--- src/rtl/pr_bridge_pkg.sv ---
// pr_bridge_pkg: shared types and constants for the peripheral bridge.
// State encoding, default device window bases and device index constants.
package pr_bridge_pkg;

  typedef enum logic [1:0] {
    ST_IDLE   = 2'd0,
    ST_ACCESS = 2'd1,
    ST_DONE   = 2'd2,
    ST_ERR    = 2'd3
  } pr_state_e;

  localparam logic [31:0] DEV0_BASE_DEF = 32'h0000_7F00;
  localparam logic [31:0] DEV1_BASE_DEF = 32'h0000_7F10;

  // Window spans three words: offsets 0x0, 0x4 and 0x8.
  localparam logic [31:0] WIN_LAST_OFS = 32'h0000_0008;

  localparam logic DEV0_IDX = 1'b0;
  localparam logic DEV1_IDX = 1'b1;

endpackage

--- src/rtl/pr_addr_dec.sv ---
// pr_addr_dec: combinational decoder of the CPU word address into the two
// three-word device windows plus the word offset inside a window.
import pr_bridge_pkg::*;

module pr_addr_dec #(
  parameter logic [31:0] DEV0_BASE = DEV0_BASE_DEF,
  parameter logic [31:0] DEV1_BASE = DEV1_BASE_DEF
) (
  input  logic [29:0] cpu_addr,
  output logic        hit0,
  output logic        hit1,
  output logic [1:0]  dev_addr
);

  logic [31:0] byte_addr;

  // Window compare on the byte address; offset 0xC falls outside both windows.
  always_comb begin
    byte_addr = {cpu_addr, 2'b00};
    hit0      = (byte_addr >= DEV0_BASE) && (byte_addr <= DEV0_BASE + WIN_LAST_OFS);
    hit1      = (byte_addr >= DEV1_BASE) && (byte_addr <= DEV1_BASE + WIN_LAST_OFS);
    dev_addr  = cpu_addr[1:0];
  end

endmodule

--- src/rtl/pr_bridge_ctrl.sv ---
// pr_bridge_ctrl: sequences CPU peripheral-port accesses to timer0/timer1,
// stalls the CPU until the device acknowledges, maps device interrupts onto
// HWint[7:2] and keeps a sticky flag for unmapped accesses.
// Optional macro PR_BRIDGE_TIMEOUT_EN: bounds the ACCESS wait to TIMEOUT
// cycles, after which the access completes through ERR.
//
// state  | meaning
// IDLE   | waiting for cpu_req; decode and capture the access
// ACCESS | dev_req asserted to the selected device, waiting for its ack
// DONE   | cpu_ready pulse with read data (0 for writes)
// ERR    | cpu_ready pulse with zero data, bus_err gets set
import pr_bridge_pkg::*;

module pr_bridge_ctrl #(
  parameter logic [31:0] DEV0_BASE = DEV0_BASE_DEF,
  parameter logic [31:0] DEV1_BASE = DEV1_BASE_DEF
`ifdef PR_BRIDGE_TIMEOUT_EN
  , parameter int TIMEOUT = 16
`endif
) (
  input  logic        clk,
  input  logic        rst,
  input  logic        cpu_req,
  input  logic        cpu_we,
  input  logic [29:0] cpu_addr,
  input  logic [31:0] cpu_wdata,
  output logic [31:0] cpu_rdata,
  output logic        cpu_ready,
  output logic [1:0]  dev_req,
  output logic        dev_we,
  output logic [1:0]  dev_addr,
  output logic [31:0] dev_wdata,
  input  logic [1:0]  dev_ack,
  input  logic [31:0] dev_rdata0,
  input  logic [31:0] dev_rdata1,
  input  logic [1:0]  dev_irq,
  output logic [5:0]  hwint,
  output logic        bus_err,
  input  logic        err_clr
);

  pr_state_e  state;
  logic       sel;
  logic       hit0;
  logic       hit1;
  logic [1:0] dec_addr;

`ifdef PR_BRIDGE_TIMEOUT_EN
  localparam int CNT_W = (TIMEOUT > 2) ? $clog2(TIMEOUT) : 1;
  logic [CNT_W-1:0] cnt;
`endif

  pr_addr_dec #(
    .DEV0_BASE (DEV0_BASE),
    .DEV1_BASE (DEV1_BASE)
  ) u_dec (
    .cpu_addr (cpu_addr),
    .hit0     (hit0),
    .hit1     (hit1),
    .dev_addr (dec_addr)
  );

  // Access FSM; every CPU- and device-facing output is a register of this block.
  always_ff @(posedge clk or negedge rst) begin
    if (!rst) begin
      state     <= ST_IDLE;
      sel       <= DEV0_IDX;
      cpu_rdata <= '0;
      cpu_ready <= 1'b0;
      dev_req   <= '0;
      dev_we    <= 1'b0;
      dev_addr  <= '0;
      dev_wdata <= '0;
`ifdef PR_BRIDGE_TIMEOUT_EN
      cnt       <= '0;
`endif
    end else begin
      case (state)
        ST_IDLE: begin
          if (cpu_req) begin
            if (hit0 || hit1) begin
              state     <= ST_ACCESS;
              sel       <= hit1 ? DEV1_IDX : DEV0_IDX;
              dev_req   <= hit1 ? 2'b10 : 2'b01;
              dev_we    <= cpu_we;
              dev_addr  <= dec_addr;
              dev_wdata <= cpu_wdata;
`ifdef PR_BRIDGE_TIMEOUT_EN
              cnt       <= '0;
`endif
            end else begin
              state     <= ST_ERR;
              cpu_ready <= 1'b1;
              cpu_rdata <= '0;
            end
          end
        end
        ST_ACCESS: begin
          // dev_we still holds the captured direction while in ACCESS.
          if (dev_ack[sel]) begin
            state     <= ST_DONE;
            dev_req   <= '0;
            dev_we    <= 1'b0;
            cpu_ready <= 1'b1;
            cpu_rdata <= dev_we ? 32'h0 : ((sel == DEV1_IDX) ? dev_rdata1 : dev_rdata0);
          end
`ifdef PR_BRIDGE_TIMEOUT_EN
          else if (cnt == CNT_W'(TIMEOUT - 1)) begin
            state     <= ST_ERR;
            dev_req   <= '0;
            dev_we    <= 1'b0;
            cpu_ready <= 1'b1;
            cpu_rdata <= '0;
          end else begin
            cnt <= cnt + 1'b1;
          end
`endif
        end
        ST_DONE: begin
          cpu_ready <= 1'b0;
          state     <= ST_IDLE;
        end
        ST_ERR: begin
          cpu_ready <= 1'b0;
          state     <= ST_IDLE;
        end
        default: begin
          cpu_ready <= 1'b0;
          dev_req   <= '0;
          dev_we    <= 1'b0;
          state     <= ST_IDLE;
        end
      endcase
    end
  end

  // Sticky error flag; a set in ERR overrides a simultaneous clear.
  always_ff @(posedge clk or negedge rst) begin
    if (!rst) begin
      bus_err <= 1'b0;
    end else if (state == ST_ERR) begin
      bus_err <= 1'b1;
    end else if (err_clr) begin
      bus_err <= 1'b0;
    end
  end

  // Interrupt aggregation onto HWint[7:2], independent of the access FSM.
  always_ff @(posedge clk or negedge rst) begin
    if (!rst) begin
      hwint <= '0;
    end else begin
      hwint <= {4'b0000, dev_irq};
    end
  end

endmodule

--- config.mk ---
export PLATFORM = sky130hd
export DESIGN_NAME = pr_bridge_ctrl
export DESIGN_NICKNAME = d
export VERILOG_FILES = /design/src/rtl/pr_bridge_pkg.sv /design/src/rtl/pr_addr_dec.sv /design/src/rtl/pr_bridge_ctrl.sv
export SDC_FILE = /design/constraint.sdc
export NUM_CORES = 1
export LEC_CHECK = 0
export BUFFER_PORTS_ARGS = -buffer_cell sky130_fd_sc_hd__clkbuf_2
export CORE_ASPECT_RATIO = 1.1
export CORE_MARGIN = 8
export CORE_UTILIZATION = 25
export DETAILED_ROUTE_END_ITERATION = 6
export PLACE_DENSITY_LB_ADDON = 0.3
export SYNTH_ARGS = -nofsm -noshare
export SYNTH_HDL_FRONTEND = slang
export SYNTH_SLANG_ARGS = --single-unit
export TNS_END_PERCENT = 20
--- constraint.sdc ---
create_clock -name clk -period 4.6 [get_ports clk]
set_clock_uncertainty 0.1 [all_clocks]
set_input_delay 0.69 -clock clk [delete_from_list [all_inputs] [get_ports clk]]
set_output_delay 0.69 -clock clk [all_outputs]
set_load 0.05 [all_outputs]
Yosys cells after proc, flatten, opt, wreduce, memory -nomap -nowiden. Cells that the tools add are included.

Register bits: 76. Word-level logic and storage cells: 62. Input port bits: 135.

Equal/unequal tests: 7. Mux-type cells: 28. Reductions and logical operators: 12. $lt $le $gt $ge: 5.

Operator list (count): $mux W32 (5); $ge A32 B15 Y1 const B (2); $le A32 B15 Y1 const B (2); $pmux W32 S2 (1); $mux W2 (7); $mux W1 (11); $ne A2 B2 Y1 const B (4); $reduce_and A4 Y1 (2); $pmux W2 S3 (1); $reduce_and A3 Y1 (2); $eq A2 B2 Y1 const B (2); $pmux W2 S2 (1); $reduce_bool A2 Y1 (2); $pmux W1 S3 (1); $eq A2 B1 Y1 const B (1); $logic_and A1 B1 Y1 (2); $logic_not A2 Y1 (1); $lt A1 B2 Y1 const B (1); $pmux W1 S2 (1); $reduce_and A2 Y1 (1); $reduce_or A2 Y1 (1); $logic_or A1 B1 Y1 (1).

Depth between registers and ports, before layout. Gate-level depths: netlist of run 1.

Depth after elaboration: 6. Gate-level depth with buffers: 6.

Cells and area by module. A second synthesis of run 1 with hierarchy kept.

Cell total of the unflattened synthesis: 271. Area total of the unflattened synthesis: 3727.3 um2.

Modules (own cells, without submodules): pr_bridge_ctrl (area an instance 3612.2 um2, cells each 256, instances 1); pr_addr_dec (area an instance 115.1 um2, cells each 15, instances 1).

Worst setup path before layout of run 1. No wires, ideal clock.

Path type: input -> register. Start point: input port cpu_addr[26]. End point: register dev_wdata[10]. Library setup time: 125 ps. Data arrival time: 2070 ps. Path buffers: 2. Required time: 4375 ps. Setup slack: 2305 ps. Stages on the path: 6. Cells stage by stage: nor4_1 -> and4_1 -> and4_1 -> clkbuf_2 -> buf_4 -> mux2_2.

Cells in the longest elaborated chain, start to end: 4. Elaborated cells on any way between the ends: 8.

Ends and longest elaborated chain: start: declaration (line pr_bridge_ctrl.sv:25) `input logic [29:0] cpu_addr,`; $ge A32 B15 Y1, or another cell as far along (line pr_addr_dec.sv:20) `hit0 = (byte_addr >= DEV0_BASE) && (byte_addr <= DEV0_BASE + WIN_LAST_OFS);`; $logic_and A1 B1 Y1, on equally long branches (line pr_addr_dec.sv:20, pr_addr_dec.sv:21); $logic_or A1 B1 Y1 (*) (line pr_bridge_ctrl.sv:81) `if (hit0 || hit1) begin`; $reduce_and A3 Y1 (no line) (*); end signal: assignment (line pr_bridge_ctrl.sv:87) `dev_wdata <= cpu_wdata;`; end: declaration (line pr_bridge_ctrl.sv:32) `output logic [31:0] dev_wdata,`.

Every way passes the cells marked *; elsewhere a longest branch is shown, timed or not. A chain may end at the register's enable or synchronous reset.

Final worst setup path of run 1.
Start point: input port cpu_addr[20]. End point: register dev_wdata[17].

The elaborated chain is that of the path after synthesis.

==> results of run 1 <==
-- layer usage --
layer	wire length (um)	part of all wire [%]	track usage, %
met3	1257	13	6.500
met1	3775	39	11.31
met2	4616	47	18.21
met5	0	0	0
met4	89	0.91	3.197
-- cells in the mapped netlist, drive strengths merged --
library cell / instances / share of area (%)
dfrtp: 76 / 56
mux2: 34 / 11
mux2i: 34 / 9.9
o2bb2ai: 32 / 8.7
buf: 13 / 2.9
clkbuf: 7 / 0.80
inv: 6 / 0.66
nor4: 6 / 1.3
o21ai: 6 / 0.88
nand2: 4 / 0.44
nand4: 4 / 0.73
a21o: 2 / 0.44
and4: 2 / 0.51
nor2b: 2 / 0.37
or3b: 2 / 0.51
or4: 2 / 0.55
a2111oi: 1 / 0.26
a21oi: 1 / 0.15
conb: 1 / 0.11
nand4b: 1 / 0.69
nand4bb: 1 / 0.80
nor2: 1 / 0.11
nor3b: 1 / 0.22
nor4b: 1 / 0.26
o211ai: 1 / 0.22
o21bai: 1 / 0.22
o221a: 1 / 0.33
o311ai: 1 / 0.26
o31ai: 1 / 0.62
or2: 1 / 0.18
-- flip-flops by register name, indices dropped and copies added (netlist names) --
name / count
dev_we: 1
dev_wdata: 32
bus_err: 1
state: 2
sel: 1
hwint: 2
cpu_ready: 1
cpu_rdata: 32
dev_req: 2
dev_addr: 2
-- power groups by stage --
stage	combinational [mW]	clock (mW)	sequential, mW
floorplan	0.237	0	1.30
global placement	0.895	0	0.884
detailed placement	0.904	0	0.886
CTS	0.905	0.789	0.876
global route	0.939	0.814	0.893
finish	0.885	0.754	0.874
-- through the flow --
step	power [mW]	std cells	setup slack, ps
3_3_place_gp	1.779	627	2029
4_1_cts	2.570	643	2274
6_report	2.514	643	2303
2_1_floorplan	1.540	249	2305
5_1_grt	2.646	643	2137
3_5_place_dp	1.790	627	1974
-- layout make-up --
class	count	area share, %
well taps	188	4.773
multi-input cells	147	28.00
clock inverters	6	1.777
flip-flops and latches	76	38.61
clock buffers	10	4.849
repair buffers	210	21.53
inverters	6	0.4570
-- worst reg2reg max path, stage by stage (launching register included) --
cell,delay [ps]
dfrtp_1,490
inv_1,140
or4_1,1050
o2bb2ai_1,360
-- kinds of logic (layout without fill, tap and decap cells) --
| group | Yosys count | in the layout | share of synthesized area [%] |
|---|---|---|---|
| other | 1 | 4 | 0.1096 |
| AO/OA/AOI/OAI | 47 | 47 | 12.11 |
| flip-flops | 76 | 76 | 55.60 |
| buffers and inverters | 26 | 232 | 4.389 |
| multiplexers | 68 | 68 | 21.14 |
| AND/OR/NAND/NOR | 28 | 28 | 6.657 |
-- worst paths after layout --
path,startpoint,endpoint,slack (ps),cells past startpoint
worst max-delay path,cpu_addr[20],dev_wdata[17],2300,6
worst min-delay path,dev_irq[0],hwint[0],370,1
worst max register to register,state[0],cpu_rdata[3],2370,3
worst min register to register,cpu_rdata[30],cpu_rdata[30],390,1
max in group asynchronous,rst,sel,3310,1
min in group asynchronous,rst,dev_wdata[0],420,1
==> metrics.md, run 1 <==
| Metric | Value |
|---|---|
| RSZ-0062 raised after global routing | no |
| Syn Inst Count | 246 |
| Worst hold path type | in2reg |
| Clock slew at the register clock pins of the worst setup and hold paths | 60 ps |
| Clock Tree Buf Depth | 2 |
| H-tree Lvls | 3 |
| DRC | 0 |
| GRT Residual Overflow | 0 |
| Num rows | 45 |
| Fin. Hold Viols | 0 |
| P_sw | 1.002 mW |
| Syn_area_per_cell | 13.91 sq um |
| Endpoint type of the worst setup path | register |
| Most common cell on crit path | and4_1 |
| CTS root buf | clkbuf_16 |
| Most frequent cells in the layout | clkbuf_2 (206), dfrtp_1 (75), mux2i_1 (34) |
| PortBufs | 207 |
| Seq cells post-synth | 76 |
| Mapped Area | 0.003421 sq mm |
| Routed WL per cell | 15.15 um |
| Number of buffers created by CTS | 9 |
| P_int | 1.512 mW |
| Worst EP arrival | 2410 ps |
| Routed Wire Length | 9.739 mm |
| Setup_tns | 0 ps |
| Drt initial violations | 38 |
| Initial antenna violation count | 0 |
| Cell area power density | 510.0 mW/mm^2 |
| Clk_lat worst skew | 320 ps |
| Max-cap violation count | 0 |
| Yosys warnings | 0 |
| Top delay family on crit path | simple AND/OR/NAND/NOR gates |
| Initial core utilization | 25.21% |
| DP Wirelength | 7.655 mm |
| Comb power frac | 35.2% |
| Tmin final | 2297 ps |
| Final antenna diode count | 0 |
| Nets | 585 |
| Die ar. | 0.01769 sq mm |
| Sequential cell area | 0.001903 sq mm |
| Buf/Inv on CP | 2 |
| Commonest non-fill, non-tap cell in the layout | clkbuf_2 |
| Vias per cell | 4.302 |
| CTS tree | done |
| Pin count of the biggest net entering global routing | 77 |
| DRT Pass-1 Iters | 4 |
| Final Setup Violations | 0 |
| Die Span Y | 138.7 um |
| Hold slack | 370.0 ps |
| Post-route ant nets | 0 |
| Share of layout cells above drive strength 1 | 59.78% |
| FILL cells | 1345 |
| Clock group share of total power | 30.0% |
| Crit path launch type | primary input |
| Vias | 2766 |
| Worst-Margin Slew | 1160 ps |
| Worst Path Max Fanout | 32 |
| Slowest stage delay, CP | 390 ps |
| Seq pwr share | 34.8% |
| Multi-input logic area | 0.001380 sq mm |
| Tot GR Track Use | 10.93% |
| Core Box Area | 0.01357 sq mm |
| Setup bufs post-CTS | 0 |
| VDD IR-drop max | 178.1 uV |
| Leakage | 2.796 nW |
| Synth unique cells | 39 |
| CP max stage cell | mux2_2 |
| WP data required | 4710 ps |
| First-pass GRT wire length | 15.61 mm |
| Crit-path cells | clkbuf_2 -> nor4_1 -> and4_1 -> and4_1 -> buf_4 -> mux2_2 |
| I/O Pins | 212 |
| Slew Limit Fails | 0 |
| Clock Sinks | 76 |
| Final instance area | 0.004928 sq mm |
| Sw Share | 39.85% |
| Slew Limit Headroom | 22.67% |
| Post-DP Area | 0.004602 sq mm |
| RePlAce Congestion | 0.7501 |
| Post-CTS sizing | 0 |
| Outcome | complete, no violations |
| Final Cycle Share | 49.93% |
| Max Fclk | 435.4 MHz |
| Sequential share of the synthesized area | 55.60% |
| Final core occ | 36.32% |
| Horiz. Die Dim | 127.5 um |
| Worst Path Class, Setup | in2reg |
| Vias in the first global route | 3107 |
| Hold buffer count at CTS | 0 |
| Layout area overhead | 44.07% |
No activity file was read; power rests on OpenSTA's default activity.
==> run 2, diff against run 1 <==
==> constraint.sdc (replaced) <==
create_clock -name clk -period 2.1 [get_ports clk]
set_clock_uncertainty 0.1 [all_clocks]
set_input_delay 0.315 -clock clk [delete_from_list [all_inputs] [get_ports clk]]
set_output_delay 0.315 -clock clk [all_outputs]
set_load 0.05 [all_outputs]
==> run 2 against run 1 <==
Effect of this change:
- sequential share of layout area is 0.62 points lower
- global-route usage is 0.33 points higher
- non-clock buffer count is 9 higher
- design area is 1.6% higher
- critical endpoint is now dev_wdata[15]
- combinational power is 130% higher
==> metrics.md, run 2 (synthesis gave the netlist of run 1 again) <==
| Metric | Value |
|---|---|
| Outcome | complete, no violations |
| H-tree Lvls | 3 (unchanged) |
| Hold slack | 83.50 ps (-286.5 ps) |
| Nets | 594 (+1.5%) |
| Hold Path End | bus_err |
| Layout area overhead | 46.42% |
| WL met3 | 1.237 mm (-1.6%) |
| Fin. Hold Viols | 0 (unchanged) |
| Worst EP arrival | 1940 ps (-470 ps) |
| Vias | 2816 (+1.8%) |
| Worst hold path type | in2reg |
| DR top layer | met4 |
| Max-cap violation count | 0 (unchanged) |
| Post-route ant nets | 0 (unchanged) |
| Crit-path cells | nor3b_2 -> and4_1 -> buf_12 -> mux2_2 |
| Buf/Inv on CP | 1 (-1) |
| DR WL met2 | 4.508 mm (-2.3%) |
| VDD IR-drop max | 337.2 uV (+89%) |
| Num rows | 45 (unchanged) |
| Setup bufs post-CTS | 0 (unchanged) |
| WP data required | 2210 ps (-2500 ps) |
| Top delay family on crit path | simple AND/OR/NAND/NOR gates |
| P_sw | 2.174 mW (+120%) |
| Number of buffers created by CTS | 9 (unchanged) |
| Slowest stage delay, CP | 450 ps (+60 ps) |
| Worst Path Class, Setup | reg2reg |
| Die ar. | 0.01769 sq mm (unchanged) |
| Hold Crit Depth | 2 (+1) |
| Routed Wire Length | 9.797 mm (+0.60%) |
| Crit path launch | state[1] |
| M1 WL | 3.866 mm (+2.4%) |
| Final Cycle Share | 87.26% |
| DP Wirelength | 7.802 mm (+1.9%) |
| Vias in the first global route | 3199 (+3.0%) |
| Comb power frac | 37.3% (+2.1 points) |
| Drt initial violations | 60 (+58%) |
| Worst R2R Setup Slack | 270 ps (-2100 ps) |
| Clk_lat worst skew | 330 ps (about the same) |
| Tmin final | 1832 ps |
| RePlAce Congestion | 0.7370 (-1.7%) |
| Reg2reg path depth | 4 (+1) |
| Pin count of the biggest net entering global routing | 41 (-47%) |
| Die Span Y | 138.7 um (unchanged) |
| Tot GR Track Use | 11.26% (+0.33 points) |
| CTS root buf | clkbuf_16 |
| CP max stage cell | dfrtp_1 |
| Slew Limit Fails | 0 (unchanged) |
| Final Setup Violations | 0 (unchanged) |
| Horiz. Die Dim | 127.5 um (unchanged) |
| Slew Limit Headroom | 63.53% (+41 points) |
| CTS tree | done |
| Vias per cell | 4.326 (+0.56%) |
| R2r endpoint | dev_wdata[15] |
| Most frequent cells in the layout | clkbuf_2 (206), dfrtp_1 (75), mux2i_1 (34) |
| Sequential cell area | 0.001903 sq mm (unchanged) |
| Initial antenna violation count | 0 (unchanged) |
| DRC | 0 (unchanged) |
| Worst r2r src | state[1] |
| Crit path launch type | register |
| Final antenna diode count | 0 (unchanged) |
| Leakage | 2.847 nW (+1.8%) |
| Core Box Area | 0.01357 sq mm (unchanged) |
| Clock Sinks | 76 (unchanged) |
| I/O Pins | 212 (unchanged) |
| Multi-input logic area | 0.001385 sq mm (+0.36%) |
| FILL cells | 1351 (+0.45%) |
| Initial core utilization | 25.21% (unchanged) |
| DRT Pass-1 Iters | 4 (unchanged) |
| Clock group share of total power | 27.3% (-2.7 points) |
| Routed WL per cell | 15.05 um (-0.64%) |
| GRT Residual Overflow | 0 (unchanged) |
| Max Fclk | 545.7 MHz |
| P_int | 3.210 mW (+110%) |
| Cell area power density | 1075 mW/mm^2 (+110%) |
| Worst Path Max Fanout | 32 (unchanged) |
| Share of layout cells above drive strength 1 | 59.83% (about the same) |
| Clock Tree Buf Depth | 2 (unchanged) |
| Worst-Margin Slew | 547.0 ps (-613.0 ps) |
| RSZ-0062 raised after global routing | no |
| Biggest regs | cpu_rdata: 32 flops, dev_wdata: 32 flops |
| Sw Share | 40.39% (+0.53 points) |
| Seq pwr share | 35.5% (+0.7 points) |
| First-pass GRT wire length | 15.90 mm (+1.9%) |
| Clock slew at the register clock pins of the worst setup and hold paths | 60 ps (about the same) |
| Setup_tns | 0 ps (unchanged) |
| PortBufs | 207 (unchanged) |
| Endpoint type of the worst setup path | register |
| Commonest non-fill, non-tap cell in the layout | clkbuf_2 |
| Worst hold path startpoint | err_clr |
==> run 2: cell count changes in the layout (fill, tap and decap cells not counted), moves of 2 or more <==
cell	delta
dlygate4sd3_1	+3
clkbuf_8	+3
clkinvlp_4	-3
buf_12	+3
buf_4	+3
bufinv_16	-2
==> run 2: layout make-up <==
| class | instances | share of cell area (%) |
|---|---|---|
| clock buffers | 14 | 5.671 |
| clock inverters | 1 | 0.09993 |
| inverters | 6 | 0.4497 |
| multi-input cells | 147 | 27.65 |
| flip-flops and latches | 76 | 38.00 |
| well taps | 188 | 4.696 |
| repair buffers | 219 | 23.43 |
==> run 2: stage by stage <==
step	std cells	setup slack, ps	instance area [sq um]	power (mW)	utilization, %
after detailed placement	633	25.85	4684	3.975	34.52
after floorplan	249	180.2	3432	3.373	-
after global placement	633	76.27	4684	3.950	34.52
after CTS	651	98.58	5004	5.503	36.87
after global routing	651	120.0	5009	5.683	36.91
final	651	267.6	5009	5.384	36.91
==> run 2: repair_timing <==
action | 4_1_cts | 5_1_grt
endpoints found under the hold margin | 40 | 0
hold buffers | 3 | 0
setup endpoints to repair | 0 | 8
resized for setup | 0 | 1
==> run 2: power by group through the flow <==
stage,Sequential [mW],Clock (mW),Combinational [mW]
after floorplan,2.86,0,0.518
after global placement,1.92,0,2.03
after detailed placement,1.93,0,2.04
after CTS,1.91,1.54,2.05
after global routing,1.95,1.60,2.13
final,1.91,1.47,2.01
==> run 2: worst max-delay path by stage <==
stage               endpoint  slack, ps  cells past startpoint
3_5_place_dp   dev_wdata[17]         30                      6
6_report       dev_wdata[15]        270                      4
4_1_cts        dev_wdata[17]        100                      4
5_1_grt           dev_req[0]        120                      4
3_3_place_gp   dev_wdata[17]         80                      6
2_1_floorplan  dev_wdata[10]        180                      6
==> run 2: metal layers <==
layer / global-route usage, % / up-vias
li1: - / 1346
met1: 12.04 / 1322
met2: 18.10 / 134
met3: 5.731 / 14
met4: 5.266 / 0
met5: 0 / -
